`src/rtl/von_control_unit.sv`:
```
// Fetch/decode/execute sequencer driving the 3-bit-mode ALU stage.
// Define VON_SINGLE_STEP_EN to add a 'step' input and a PAUSE state.
module von_control_unit #(
    parameter int DATA_W   = 8,
    parameter int ADDR_W   = 5,
    parameter int START_PC = 0
) (
    input  logic              clk,
    input  logic              rst_n,
    input  logic              start,
`ifdef VON_SINGLE_STEP_EN
    input  logic              step,
`endif
    output logic [ADDR_W-1:0] mem_addr,
    input  logic [DATA_W-1:0] mem_rdata,
    output logic [DATA_W-1:0] mem_wdata,
    output logic              mem_we,
    output logic [DATA_W-1:0] alu_ac,
    output logic [DATA_W-1:0] alu_dr,
    output logic [2:0]        alu_mode,
    output logic              alu_activate,
    input  logic [DATA_W-1:0] alu_result,
    input  logic              alu_e,
    output logic [ADDR_W-1:0] pc,
    output logic              e_flag,
    output logic              busy,
    output logic              halted
);

`ifdef VON_SINGLE_STEP_EN
    typedef enum logic [3:0] {
        S_IDLE, S_FETCH, S_DECODE, S_READ, S_EXEC,
        S_WB, S_STORE, S_HALT, S_PAUSE
    } state_t;
    localparam state_t S_NEXT = S_PAUSE;
`else
    typedef enum logic [3:0] {
        S_IDLE, S_FETCH, S_DECODE, S_READ, S_EXEC,
        S_WB, S_STORE, S_HALT
    } state_t;
    localparam state_t S_NEXT = S_FETCH;
`endif

    localparam logic [2:0] OP_STORE = 3'b101;
    localparam logic [2:0] OP_HALT  = 3'b111;

    state_t              state_q, state_d;
    logic [ADDR_W-1:0]   pc_q, pc_d;
    logic [DATA_W-1:0]   ir_q, ir_d;
    logic [DATA_W-1:0]   ac_q, ac_d;
    logic [DATA_W-1:0]   dr_q, dr_d;
    logic                e_q, e_d;
    logic                act_q, act_d;

    logic [2:0]          opcode;
    logic [ADDR_W-1:0]   op_addr;

    assign opcode  = ir_q[DATA_W-1 -: 3];
    assign op_addr = ir_q[ADDR_W-1:0];

    always_ff @(posedge clk or negedge rst_n) begin
        if (!rst_n) begin
            state_q <= S_IDLE;
            pc_q    <= ADDR_W'(START_PC);
            ir_q    <= '0;
            ac_q    <= '0;
            dr_q    <= '0;
            e_q     <= 1'b0;
            act_q   <= 1'b0;
        end else begin
            state_q <= state_d;
            pc_q    <= pc_d;
            ir_q    <= ir_d;
            ac_q    <= ac_d;
            dr_q    <= dr_d;
            e_q     <= e_d;
            act_q   <= act_d;
        end
    end

    always_comb begin
        state_d = state_q;
        case (state_q)
            S_IDLE:   if (start) state_d = S_FETCH;
            S_FETCH:  state_d = S_DECODE;
            S_DECODE: begin
                if (opcode == OP_HALT)       state_d = S_HALT;
                else if (opcode == OP_STORE) state_d = S_STORE;
                else                         state_d = S_READ;
            end
            S_READ:   state_d = S_EXEC;
            S_EXEC:   state_d = S_WB;
            S_WB:     state_d = S_NEXT;
            S_STORE:  state_d = S_NEXT;
            S_HALT:   state_d = S_HALT;
`ifdef VON_SINGLE_STEP_EN
            S_PAUSE:  if (step) state_d = S_FETCH;
`endif
            default:  state_d = S_IDLE;
        endcase
    end

    // Register updates; activate is set in READ so it is high for all of EXEC.
    always_comb begin
        pc_d  = pc_q;
        ir_d  = ir_q;
        ac_d  = ac_q;
        dr_d  = dr_q;
        e_d   = e_q;
        act_d = 1'b0;
        case (state_q)
            S_FETCH: begin
                ir_d = mem_rdata;
                pc_d = pc_q + ADDR_W'(1);
            end
            S_READ: begin
                dr_d  = mem_rdata;
                act_d = 1'b1;
            end
            S_WB: begin
                ac_d = alu_result;
                e_d  = alu_e;
            end
            default: ;
        endcase
    end

    always_comb begin
        mem_addr = pc_q;
        mem_we   = 1'b0;
        busy     = 1'b1;
        halted   = 1'b0;
        case (state_q)
            S_IDLE:  busy = 1'b0;
            S_READ:  mem_addr = op_addr;
            S_STORE: begin
                mem_addr = op_addr;
                mem_we   = 1'b1;
            end
            S_HALT: begin
                busy   = 1'b0;
                halted = 1'b1;
            end
`ifdef VON_SINGLE_STEP_EN
            S_PAUSE: busy = 1'b0;
`endif
            default: ;
        endcase
    end

    assign mem_wdata    = ac_q;
    assign alu_ac       = ac_q;
    assign alu_dr       = dr_q;
    assign alu_mode     = opcode;
    assign alu_activate = act_q;
    assign pc           = pc_q;
    assign e_flag       = e_q;

endmodule

```
`config.mk`:
```
export PLATFORM = sky130hd
export DESIGN_NAME = von_control_unit
export DESIGN_NICKNAME = d
export VERILOG_FILES = /design/src/rtl/von_control_unit.sv
export SDC_FILE = /design/constraint.sdc
export NUM_CORES = 1
export LEC_CHECK = 0
export BUFFER_PORTS_ARGS = -buffer_cell sky130_fd_sc_hd__buf_2
export CAP_MARGIN = 20
export CORE_MARGIN = 2
export CORE_UTILIZATION = 35
export CTS_CLUSTER_SIZE = 14
export DETAILED_ROUTE_END_ITERATION = 8
export PLACE_DENSITY = 0.71
export SKIP_CTS_REPAIR_TIMING = 1
export SLEW_MARGIN = 20
export SYNTH_ARGS = -nofsm -noshare
export SYNTH_HDL_FRONTEND = slang
export SYNTH_SLANG_ARGS = --single-unit
```
`constraint.sdc`:
```
create_clock -name clk -period 2 [get_ports clk]
set_input_delay 0.3 -clock clk [delete_from_list [all_inputs] [get_ports clk]]
set_output_delay 0.3 -clock clk [all_outputs]
set_load 0.02 [all_outputs]
```
Word level (Yosys, flattened, before mapping):

Cells that the tools add are included.

* mux-type cells: 9
* equality and inequality tests: 10
* reduce and logical (&&, ||, !) cells: 4
* add/subtract/negate cells: 1

Operator list (number)
* 4-bit one-hot mux with 7 select lines: 1
* 4-bit by 3-bit == test with 1-bit output, second input constant: 4
* 4-bit by 2-bit == test with 1-bit output, second input constant: 2
* 3-bit == test, second input constant: 2
* 3-bit 2-to-1 mux: 2
* 2-bit OR reduction: 3
* 5-bit by 1-bit adder with 5-bit output, second input constant: 1
* 5-bit 2-to-1 mux: 1
* 4-bit by 1-bit == test with 1-bit output, second input constant: 1
* 4-bit logical NOT: 1
* 1-bit 2-to-1 mux: 4
* 4-bit 2-to-1 mux: 1
* 2-bit != test, second input constant: 1

* output and inout port bits: 42
* word-level logic and storage cells: 31
* register bits after elaboration: 35
* input bits: 20

Longest topological paths before layout:

* depth in word-level cells: 4
* mapped depth: 4
* depth with buffers taken out: 3

Worst setup path before layout:

OpenSTA, ideal clock, no wires.

* path kind: register to output
* start point: register state_q[2]
* end point: output mem_addr[0]
* data required time: 1.700 ns
* path buffers: 0
* cell stages (with the launch flop): 4
* slack: 0.407 ns
* arrival time: 1.293 ns
* path through: dfrtp_1 and2b_1 o21ai_4 mux2_2

* cells in the longest elaborated chain, start to end: 3
* elaborated cells on any way between the ends: 4
* classes of those cells: eq/ne (2); mux (1); reduce/logical (1)

RTL lines
* start, declared: RTL line 47 `state_t state_q, state_d;`
* start signal, assigned: RTL line 71 `state_q <= state_d;`
* 4-bit by 2-bit == test with 1-bit output or 4-bit by 3-bit == test with 1-bit output (tied branches): RTL line 133 `case (state_q)`
* 2-bit OR reduction (no source line) *
* 5-bit 2-to-1 mux *: RTL line 133
* end, declared: RTL line 14 `output logic [ADDR_W-1:0] mem_addr,`

Every way passes the cells marked *; elsewhere a longest branch is shown, timed or not.

Worst setup path in the final report:

* start point: register state_q[2]
* end point: output mem_addr[1]

Same word-level chain as after synthesis.

==> flow_metrics.env <==
export IMPL_drive_gt1_frac=0.659
export IMPL_seqPwrFrac=0.331
export IMPL_hold_viol=0
export IMPL_path_max_fanout=5
export IMPL_ys_warn_count=0
export IMPL_cp_data_arrival_time_ns=1.71
export IMPL_fill_cells=371
export IMPL_min_period_over_period=1.01
export IMPL_grt_usage=0.126
export IMPL_syn_inst=106
export IMPL_criticalPathCategory="register to output pin"
export IMPL_grt_start_max_net_pins=35
export IMPL_crit_end="mem_addr[1]"
export IMPL_drt_pre_antenna_iters=3
export IMPL_drc=0
export IMPL_dieArea_mm2=0.00483
export IMPL_synth_area_per_cell_um2=14.2
export IMPL_antenna_found_initial=0
export IMPL_start_util=0.370
export IMPL_wirelength_um=2990
export IMPL_multi_input_area_um2=563
export IMPL_clk_latency_ns=0.28
export IMPL_status="finished, violations left"
export IMPL_fmax_mhz=496
export IMPL_p_comb_frac=0.541
export IMPL_p_total_mw=4.02
export IMPL_netlist_area_mm2=0.00150
export IMPL_maxCapViolCount=0
export IMPL_grt_pass1_vias=1075
export IMPL_numClockSinks=34
export IMPL_place_gp_congestion=0.773
export IMPL_power_leakage_nw=0.964
export IMPL_clock_skew_ns=0.00649
export IMPL_cellPowerDensity_mw_per_mm2=2060
export IMPL_p_sw_mw=1.66
export IMPL_detail_route_antenna_nets=0
export IMPL_synth_cell_types=25
export IMPL_seqCellArea_um2=853
export IMPL_ioPinCount=62
export IMPL_dp_slack_ns=0.171
export IMPL_clockBufferDepth=2
export IMPL_cts_buffers=5
export IMPL_clock_power_share=0.127
export IMPL_setup_viol=5
export IMPL_cts_tree="yes"
export IMPL_r2r_start="state_q[1]$_DFFE_PN0P_"
export IMPL_hpwl_um=2140
export IMPL_crit_path_start="state_q[2]$_DFFE_PN0P_"
export IMPL_worstPathRequired_ns=1.70
export IMPL_setup_tns_final_ns=-0.0426
export IMPL_final_util=0.481
export IMPL_violations="setup timing"
export IMPL_rsz0062_at_grt="true"
export IMPL_cts_clk_slew_worst_paths_ns=0.07
export IMPL_die_h_um=69.5
export IMPL_fin_crit_ns=2.01
export IMPL_critPathCaptureType="output pin"
export IMPL_seq_area_frac_synth=0.567
export IMPL_reg2reg_depth=2
export IMPL_grt_pass1_wl_um=4920
export IMPL_num_rows=23
export IMPL_irDropWorstVdd_v=0.000946
export IMPL_cp_start_kind="register"
export IMPL_slew_violations=0
export IMPL_post_drt_wl_per_cell_um=13.8
export IMPL_synth_seq_cells=34
export IMPL_diodes=0
export IMPL_syn_num_nets=127
export IMPL_die_x_um=69.5
export IMPL_cts_root_buf="clkbuf_8"
export IMPL_syn2layout_area_growth_pct=30.1
export IMPL_r2r_slack_ns=0.46
export IMPL_vias=1030
export IMPL_core_area_mm2=0.00406
export IMPL_tightest_slew_ns=0.732
export IMPL_gr_total_overflow=0
export IMPL_hold_class="input port to async pin"
export IMPL_htree_levels=2
export IMPL_via_per_inst=4.75
export IMPL_drtIter0Drc=8
export IMPL_fin_ws_ns=-0.0142
export IMPL_p_int_mw=2.36
export IMPL_relSlewSlack=0.512
export IMPL_nets=187
export IMPL_place_port_buffers=61
export IMPL_swShare=0.413
export IMPL_timing_rr_end="alu_ac[2]$_DFFE_PN0P_"
-- cell usage in the layout (no fill, tap or decap), types with 2 or more instances in the layout --
| master | Yosys | final |
|---|---|---|
| dfrtp_2 | 0 | 2 |
| xnor2_1 | 3 | 3 |
| buf_4 | 11 | 5 |
| buf_6 | 1 | 5 |
| buf_2 | 1 | 56 |
| o21ai_0 | 2 | 2 |
| nor2_1 | 3 | 3 |
| dfrtp_1 | 34 | 32 |
| inv_1 | 2 | 2 |
| mux2_2 | 31 | 26 |
| mux2_4 | 0 | 5 |
| nand4_1 | 2 | 2 |
| clkbuf_8 | 0 | 6 |
-- kinds of logic (layout without fill, tap and decap cells) --
family / after synthesis / count (layout) / synth area share
flip-flops: 34 / 34 / 0.567
multiplexers: 31 / 31 / 0.233
AND/OR/NAND/NOR: 15 / 15 / 0.0676
buffers and inverters: 15 / 76 / 0.0709
AO/OA/AOI/OAI: 6 / 6 / 0.0300
XOR/XNOR: 4 / 4 / 0.0234
adder cells (fa/ha/maj): 1 / 1 / 0.00834
-- state kept, by name, indices dropped and copies added, names as in the netlist --
name / cells
state_q: 3
pc: 5
e_flag: 1
alu_ac: 8
alu_dr: 8
ir_q: 8
alu_activate: 1
-- metal layers --
layer  share of wire  wire length, um  global-route usage  up-vias
li1                -                -                   -      480
met1            0.41             1220               0.149      493
met2            0.50             1500               0.214       52
met3           0.079              235              0.0407        5
met4           0.012               35              0.0458        0
met5               0                0                   0        -
-- final cells by class --
cell class / count / area share
sequential: 34 / 0.437
multi-input combinational: 57 / 0.288
timing repair buffer: 66 / 0.192
clock buffer: 7 / 0.0442
tap: 50 / 0.0321
inverter: 2 / 0.00385
clock inverter: 1 / 0.00256
-- worst min-delay path by stage --
stage          slack, ns  cells after the start                      to   from
2_1_floorplan      0.004                      0   alu_ac[0]$_DFFE_PN0P_  rst_n
3_5_place_dp        0.41                      1   alu_dr[2]$_DFFE_PN0P_  rst_n
4_1_cts             0.10                      1  state_q[0]$_DFFE_PN0P_  rst_n
5_1_grt             0.14                      1   alu_dr[5]$_DFFE_PN0P_  rst_n
6_report            0.08                      1     ir_q[1]$_DFFE_PN0P_  rst_n
3_3_place_gp        0.39                      1     ir_q[2]$_DFFE_PN0P_  rst_n
-- stage by stage --
stage,std cells,area [um^2],hold WS (ns)
global placement,205,1780,0.392
finish,217,1950,0.0772
global route,217,1950,0.145
floorplan,106,1500,0.00441
detailed placement,205,1780,0.413
CTS,213,1870,0.103
-- critical path, cell delays in order (launching register included) --
cell	delay (ns)
dfrtp_2	0.43
and2b_2	0.23
o21ai_4	0.30
mux2_4	0.34
buf_6	0.13
-- power groups by stage --
stage	Combinational, mW	Clock, mW	Sequential (mW)
CTS	1.96	0.530	1.34
global placement	1.91	0	1.32
global route	2.32	0.558	1.40
detailed placement	1.96	0	1.35
finish	2.17	0.511	1.33
floorplan	1.26	0	1.57
-- cell usage after synthesis --
cell	n	area, um^2
nand2_2	1	6.26
buf_4	11	82.6
buf_6	1	11.3
and2b_1	2	15.0
nand4_1	2	12.5
nor2_1	3	11.3
and3_1	1	6.26
nor3_1	1	5.00
and2_1	1	6.26
a21o_1	1	7.51
a21oi_1	1	5.00
ha_1	1	12.5
xnor2_1	3	26.3
nand2_1	1	3.75
o21ai_4	1	16.3
nor3b_4	1	18.8
xor2_1	1	8.76
dfrtp_1	34	851
o21ai_0	2	10.0
buf_2	1	5.00
nand3b_1	1	7.51
inv_1	2	7.51
mux2_2	31	349
a31oi_1	1	6.26
nand4b_1	1	8.76
(Power assumes the default switching activity.)
